`src/rtl/cpa_sum_accumulator_if.sv`:
```
// Handshake bundle between the adder-sum producer, the accumulator and the downstream consumer.
// Valid/ready: a total transfers on the rising edge where acc_valid and acc_ready are both high.
interface cpa_sum_accumulator_if #(
    parameter int ACC_W = 8
);
    logic             start;
    logic [3:0]       sum_in;
    logic             sum_valid;
    logic [ACC_W-1:0] acc_out;
    logic             acc_valid;
    logic             acc_ready;
    logic             busy;
    logic             ovf;
    logic [1:0]       state_dbg;

    modport master (
        output start, sum_in, sum_valid, acc_ready,
        input  acc_out, acc_valid, busy, ovf, state_dbg
    );

    modport slave (
        input  start, sum_in, sum_valid, acc_ready,
        output acc_out, acc_valid, busy, ovf, state_dbg
    );
endinterface

```
`src/rtl/cpa_sum_accumulator.sv`:
```
// Accumulates a frame of COUNT 4-bit adder sums into an ACC_W-bit total with a sticky
// overflow flag, then offers the total on a valid/ready handshake.
module cpa_sum_accumulator #(
    parameter int COUNT = 4,
    parameter int ACC_W = 8
) (
    input  logic                   clk,
    input  logic                   rst,
    cpa_sum_accumulator_if.slave   bus
);
    typedef enum logic [1:0] {
        IDLE  = 2'd0,
        ACCUM = 2'd1,
        DONE  = 2'd2
    } state_t;

    localparam logic [3:0] LAST_IDX = 4'(COUNT - 1);

    state_t           state_q, state_d;
    logic [ACC_W-1:0] acc_q, acc_d;
    logic [3:0]       cnt_q, cnt_d;
    logic             ovf_q, ovf_d;
    logic [ACC_W:0]   sum_ext;
    logic             acc_valid_o, busy_o;

    always_ff @(posedge clk or posedge rst) begin
        if (rst) begin
            state_q <= IDLE;
            acc_q   <= '0;
            cnt_q   <= '0;
            ovf_q   <= 1'b0;
        end else begin
            state_q <= state_d;
            acc_q   <= acc_d;
            cnt_q   <= cnt_d;
            ovf_q   <= ovf_d;
        end
    end

    always_comb begin
        state_d = state_q;
        case (state_q)
            IDLE:    if (bus.start) state_d = ACCUM;
            ACCUM:   if (bus.sum_valid && (cnt_q == LAST_IDX)) state_d = DONE;
            DONE:    if (bus.acc_ready) state_d = IDLE;
            default: state_d = IDLE;
        endcase
    end

    // The extra top bit of sum_ext is the carry out of the accumulator width.
    always_comb begin
        sum_ext = {1'b0, acc_q} + (ACC_W + 1)'(bus.sum_in);
        acc_d   = acc_q;
        cnt_d   = cnt_q;
        ovf_d   = ovf_q;
        if ((state_q == IDLE) && bus.start) begin
            acc_d = '0;
            cnt_d = '0;
            ovf_d = 1'b0;
        end else if ((state_q == ACCUM) && bus.sum_valid) begin
            acc_d = sum_ext[ACC_W-1:0];
            cnt_d = cnt_q + 4'd1;
            ovf_d = ovf_q | sum_ext[ACC_W];
        end
    end

    always_comb begin
        acc_valid_o = (state_q == DONE);
        busy_o      = (state_q != IDLE);
    end

    assign bus.acc_out   = acc_q;
    assign bus.acc_valid = acc_valid_o;
    assign bus.busy      = busy_o;
    assign bus.ovf       = ovf_q;
    assign bus.state_dbg = state_q;
endmodule

```
`src/flat_wrapper.sv`:
```
// flat-port wrapper written by rule: the top's interface ports become plain ports
module cpa_sum_accumulator_flat 
#(
    parameter int COUNT = 4,
    parameter int ACC_W = 8
)
  (clk, rst, bus_start, bus_sum_in, bus_sum_valid, bus_acc_ready, bus_acc_out, bus_acc_valid, bus_busy, bus_ovf, bus_state_dbg);
  cpa_sum_accumulator_if #(.ACC_W(ACC_W)) bus_i ();
  input  logic clk;
  input  logic rst;
  input wire logic [$bits(bus_i.start)-1:0] bus_start;
  input wire logic [$bits(bus_i.sum_in)-1:0] bus_sum_in;
  input wire logic [$bits(bus_i.sum_valid)-1:0] bus_sum_valid;
  input wire logic [$bits(bus_i.acc_ready)-1:0] bus_acc_ready;
  output wire logic [$bits(bus_i.acc_out)-1:0] bus_acc_out;
  output wire logic [$bits(bus_i.acc_valid)-1:0] bus_acc_valid;
  output wire logic [$bits(bus_i.busy)-1:0] bus_busy;
  output wire logic [$bits(bus_i.ovf)-1:0] bus_ovf;
  output wire logic [$bits(bus_i.state_dbg)-1:0] bus_state_dbg;
  assign bus_i.start = bus_start;
  assign bus_i.sum_in = bus_sum_in;
  assign bus_i.sum_valid = bus_sum_valid;
  assign bus_i.acc_ready = bus_acc_ready;
  assign bus_acc_out = bus_i.acc_out;
  assign bus_acc_valid = bus_i.acc_valid;
  assign bus_busy = bus_i.busy;
  assign bus_ovf = bus_i.ovf;
  assign bus_state_dbg = bus_i.state_dbg;
  cpa_sum_accumulator #(.COUNT(COUNT), .ACC_W(ACC_W)) u_core (.clk(clk), .rst(rst), .bus(bus_i));
endmodule
```
`config.mk`:
```
export PLATFORM = sky130hd
export DESIGN_NAME = cpa_sum_accumulator_flat
export DESIGN_NICKNAME = d
export VERILOG_FILES = /design/src/rtl/cpa_sum_accumulator_if.sv /design/src/rtl/cpa_sum_accumulator.sv /design/src/flat_wrapper.sv
export SDC_FILE = /design/constraint.sdc
export NUM_CORES = 1
export LEC_CHECK = 0
export CAP_MARGIN = 0
export CORE_MARGIN = 4
export CORE_UTILIZATION = 40
export CTS_BUF_LIST = sky130_fd_sc_hd__clkbuf_8
export DETAILED_ROUTE_END_ITERATION = 7
export GPL_ROUTABILITY_DRIVEN = 0
export PLACE_DENSITY_LB_ADDON = 0.3
export SYNTH_ARGS = -nofsm -noshare
export SYNTH_HDL_FRONTEND = slang
export SYNTH_SLANG_ARGS = --single-unit
```
`constraint.sdc`:
```
create_clock -name clk -period 3.5 [get_ports clk]
set_input_delay 0.7 -clock clk [delete_from_list [all_inputs] [get_ports clk]]
set_output_delay 0.7 -clock clk [all_outputs]
set_load 0.01 [all_outputs]
```
=== Word level (Yosys, flattened, before mapping) ===
Index checks and enable logic that the tools add are counted.

* Add/subtract/negate cells: 2
* Equality and inequality tests: 6
* Muxes and demuxes: 10
* Bitwise logic cells: 1
* Reduce and logical (&&, ||, !) cells: 7

{| class="wikitable"
|+ Operator list
! kind !! count
|-
| 2-to-1 mux 8 bit || 2
|-
| adder 8 x 4 -> 9 bit || 1
|-
| 2-to-1 mux 4 bit || 2
|-
| 2-to-1 mux 2 bit || 3
|-
| case mux 2 bit (3 select lines) || 1
|-
| adder 4 x 1 -> 4 bit, second input constant || 1
|-
| == test 4 x 2 -> 1 bit, second input constant || 1
|-
| != test 2 bit, second input constant || 2
|-
| nonzero test 2 bit || 2
|-
| logical AND 1 bit || 3
|-
| AND reduction 3 bit || 1
|-
| == test 2 x 1 -> 1 bit, second input constant || 1
|-
| == test 2 bit, second input constant || 1
|-
| zero test 2 bit || 1
|-
| 2-to-1 mux 1 bit || 2
|-
| != test 2 x 1 -> 1 bit, second input constant || 1
|-
| bitwise OR 1 bit || 1
|}

* Bits in registers: 15
* Bits of input ports: 9
* Output and inout bits: 13
* Word-level logic and storage cells: 30

=== Longest topological paths before layout ===
* Depth after elaboration: 4
* Gate-level depth with buffers: 7
* Gate-level depth less buffers: 7

=== Least setup slack after synthesis ===
OpenSTA, ideal clock, no wires.

* Kind: input to register
* Start: in bus_sum_in[0]
* End: reg u_core.acc_q[6] (netlist: u_core.bus.acc_out[6])
* Setup time: 0.123 ns
* Data arrival time: 1.771 ns
* Required time: 3.377 ns
* Slack: 1.606 ns
* Stages on the path: 7
* Buffers on the path: 0
* Cell sequence: ha_1 -> inv_1 -> fa_1 -> nor2b_1 -> o31a_1 -> a31o_2 -> a21oi_1

* Word-level cells in the longest chain between the ends: 3

{| class="wikitable"
|+ RTL lines
! what !! RTL line !! RTL
|-
| start: declaration || flat_wrapper.sv:12 || <nowiki>input wire logic [$bits(bus_i.sum_in)-1:0] bus_sum_in;</nowiki>
|-
| adder 8 x 4 -> 9 bit || cpa_sum_accumulator.sv:52 || <nowiki>sum_ext = {1'b0, acc_q} + (ACC_W + 1)'(bus.sum_in);</nowiki>
|-
| 2-to-1 mux 8 bit || cpa_sum_accumulator.sv:60 || <nowiki>end else if ((state_q == ACCUM) && bus.sum_valid) begin</nowiki>
|-
| 2-to-1 mux 8 bit || cpa_sum_accumulator.sv:56 || <nowiki>if ((state_q == IDLE) && bus.start) begin</nowiki>
|-
| end signal: assignment || cpa_sum_accumulator.sv:29 || <nowiki>acc_q <= '0;</nowiki>
|-
| end signal: assignment || cpa_sum_accumulator.sv:34 || <nowiki>acc_q <= acc_d;</nowiki>
|-
| end: declaration || cpa_sum_accumulator.sv:20 || <nowiki>logic [ACC_W-1:0] acc_q, acc_d;</nowiki>
|}

No other way between the ends. The select of a mux whose other input is x is not followed.
A chain may end at the register's enable or synchronous reset.

=== Final worst setup path ===
Same ends and word-level chain as after synthesis.

==> metrics.yaml <==
status:
  outcome: "finished clean"
timing:
  setup_viol: 0
  finalWorstSetupSlack_ns: 1.29
  finalCritPeriodShare_pct: 63.2
  skew_ns: 0.0121
  max_slew_margin_pct: 61.4
  finalSetupTns_ns: 0
  min_period_ns: 2.21
  grt_setup_unrepaired: "no"
  finalHoldViolations: 0
  worst_pin_slew_ns: 0.579
  max_freq_mhz: 452
  maxSlewViolCount: 0
yosys:
  synth.avg_cell_area_um2: 10.8
  ys.flop_type: "dfrtp_1"
  synth_warnings: 0
  ys_ff_latch: 15
  ys_seq_area_share_pct: 42.4
  syn-cell-area_um2: 885
  synthesis.nets: 97
  yosys-top-cells-area: "dfrtp_1 (42%), ha_1 (7.1%), inv_1 (3.4%), nor2_1 (3.4%), xor2_1 (3.0%)"
  yosysTopAreaCell: "dfrtp_1"
  synth_edf_count: 0
  synth_top_cell_area_share_pct: 42.4
  syn_inst: 82
  synth_cell_types: 37
  synthArstFlopShare_pct: 100
routing:
  ant_nets: 0
  via_count: 670
  first_pass_iters: 4
  avgRoutedWirePerCell_um: 13.2
  drt_iter0_markers: 2
  drc_errors: 0
  routed_wl_um: 1740
  via_per_inst: 5.08
clock_tree:
  cts_buffer_depth: 2
  post-cts-setup-buffers: 0
  clock_sinks: 15
  htreeDepth: 1
  cts_resized: 0
  clk_pin_slew_ns: 0.07
  cts_tree: "built"
  cts-root-buf: "clkbuf_8"
  ctsHoldBuffers: 0
  clock_latency_ns: 0.26
  cts_made_buffers: 3
hold_path:
  hold_class: "register to register"
pwr:
  p_sw_share_pct: 37.5
  p_clk_share_pct: 16.5
  p_sw_mw: 0.327
  internal-power_mw: 0.544
  seqPwrFrac_pct: 35.9
  comb_power_share_pct: 47.6
  peakVddDrop_v: 0.000436
  p_leak_nw: 0.503
  cellPowerDensity_nw_per_um2: 758
worst_setup_path:
  critPathArrivalTime_ns: 2.35
  path_cells: "clkdlybuf4s50_1 > ha_1 > inv_1 > fa_1 > nor2b_1 > o31a_1 > a31o_2 > a21oi_1"
  critical_path_class: "input port to register"
  crit_path_start_kind: "input port"
  critical_path_required_ns: 3.63
  worst_path_max_delay_cell: "clkdlybuf4s50_1"
  end_kind: "register"
  crit_buf_inv: 2
  cp_top_family: "adder cells"
  critPathMaxStageDelay_ns: 0.46
  cp_max_fo: 3
place:
  place_inst: 128
  place_hpwl_um: 1330
  portBuffers: 21
  place_area_um2: 1100
  preCtsSetupSlack_ns: 1.02
die:
  coreArea_um2: 2020
  die_area_um2: 3030
  initial_utilization_pct: 43.7
  boundaryPins: 22
  die_w_um: 55.0
  rows: 16
  die_h_um: 55.0
global_route:
  overflow: 0
  grt_util_all_layers_pct: 13.7
  grt_pass1_vias: 659
  grt_pass1_wl_um: 2880
  grt_antenna_before_repair: 0
  grt_max_degree: 16
cells_and_area:
  utilization_pct: 56.9
  fillers: 187
  area_growth_pct: 30.0
  nNetsFinal: 121
  final_area_um2: 1150
  drive_gt1_share_pct: 12.4
  fin_cells: 132
  n_antenna_cell: 0
job:
  maxCapViolCount: 0
-- final cells by class --
cell class	count	area, um2	area share (%)
Multi-Input combinational cell	57	454	39.5
Tap cell	27	33.8	2.94
Inverter	8	30.0	2.61
Timing Repair Buffer	21	210	18.3
Clock buffer	3	41.3	3.59
Clock inverter	1	5.00	0.435
Sequential cell	15	375	32.6
-- state kept, by name, indices dropped and copies added, names as in the netlist --
| name | count |
|---|---|
| u_core.bus.acc_out | 8 |
| u_core.bus.ovf | 1 |
| u_core.bus.state_dbg | 2 |
| u_core.cnt_q | 4 |
-- per-layer routing --
layer | track usage [%] | vias to the layer above | share of wire (%)
met5 | 0 | - | 0
met4 | 7.29 | 0 | 1.8
met3 | 4.02 | 4 | 5.5
met2 | 22.6 | 13 | 48
met1 | 15.9 | 317 | 44
li1 | - | 336 | -
-- placed cells by master, fill, tap and decap left out, types with 2 or more instances in the layout --
cell type,count
o21a_1,2
dfrtp_1,15
nand3_1,2
clkdlybuf4s50_1,21
mux2i_1,2
a22o_1,2
a21oi_1,2
nor2_1,8
xnor2_1,2
o21ai_0,2
nand2_1,3
clkbuf_8,3
nand4_1,3
inv_1,8
xor2_1,3
ha_1,5
-- cells by family after synthesis --
group	Yosys count	share of synthesized area [%]
adder cells (fa/ha/maj)	6	9.34
XOR/XNOR	5	4.95
AO/OA/AOI/OAI	21	19.1
flip-flops	15	42.4
multiplexers	2	2.26
buffers and inverters	10	6.22
AND/OR/NAND/NOR	23	15.7
-- cells in the mapped netlist, types with 2 or more instances --
cell type	count
a21oi_1	2
nor2_1	8
nand4_1	3
ha_1	5
o21ai_0	2
nand3_1	2
a22o_1	2
nand2_1	3
dfrtp_1	15
xnor2_1	2
o21a_1	2
inv_1	8
xor2_1	3
mux2i_1	2
-- metrics by stage --
step | hold slack (ns) | total power, mW
2_1_floorplan | 0.506 | 0.589
3_3_place_gp | 0.507 | 0.728
3_5_place_dp | 0.499 | 0.736
4_1_cts | 0.522 | 0.883
5_1_grt | 0.567 | 0.945
6_report | 0.512 | 0.871
-- power groups by stage --
| stage | clock (mW) | combinational (mW) | sequential (mW) |
|---|---|---|---|
| floorplan | 0 | 0.265 | 0.324 |
| global placement | 0 | 0.414 | 0.314 |
| finish | 0.143 | 0.415 | 0.313 |
| detailed placement | 0 | 0.421 | 0.316 |
| CTS | 0.148 | 0.421 | 0.313 |
| global route | 0.157 | 0.464 | 0.324 |
-- tightest hold or removal path: stages (launching register included) --
cell	delay, ns
dfrtp_1	0.35
a31oi_1	0.04
nor2_1	0.08
-- path summary, 6_finish.rpt --
kind	cells past startpoint	endpoint	start	slack, ns
hold / removal	2	u_core.bus.ovf	u_core.bus.ovf	0.51
hold reg to reg	2	u_core.bus.ovf	u_core.bus.ovf	0.51
min in group asynchronous	2	u_core.bus.acc_out[1]	rst	0.80
setup reg to reg	7	u_core.bus.acc_out[6]	u_core.bus.acc_out[0]	1.80
setup / recovery	8	u_core.bus.acc_out[6]	bus_sum_in[0]	1.29
max in group asynchronous	2	u_core.bus.acc_out[5]	rst	2.31
Power figures use the tool's default switching activity.
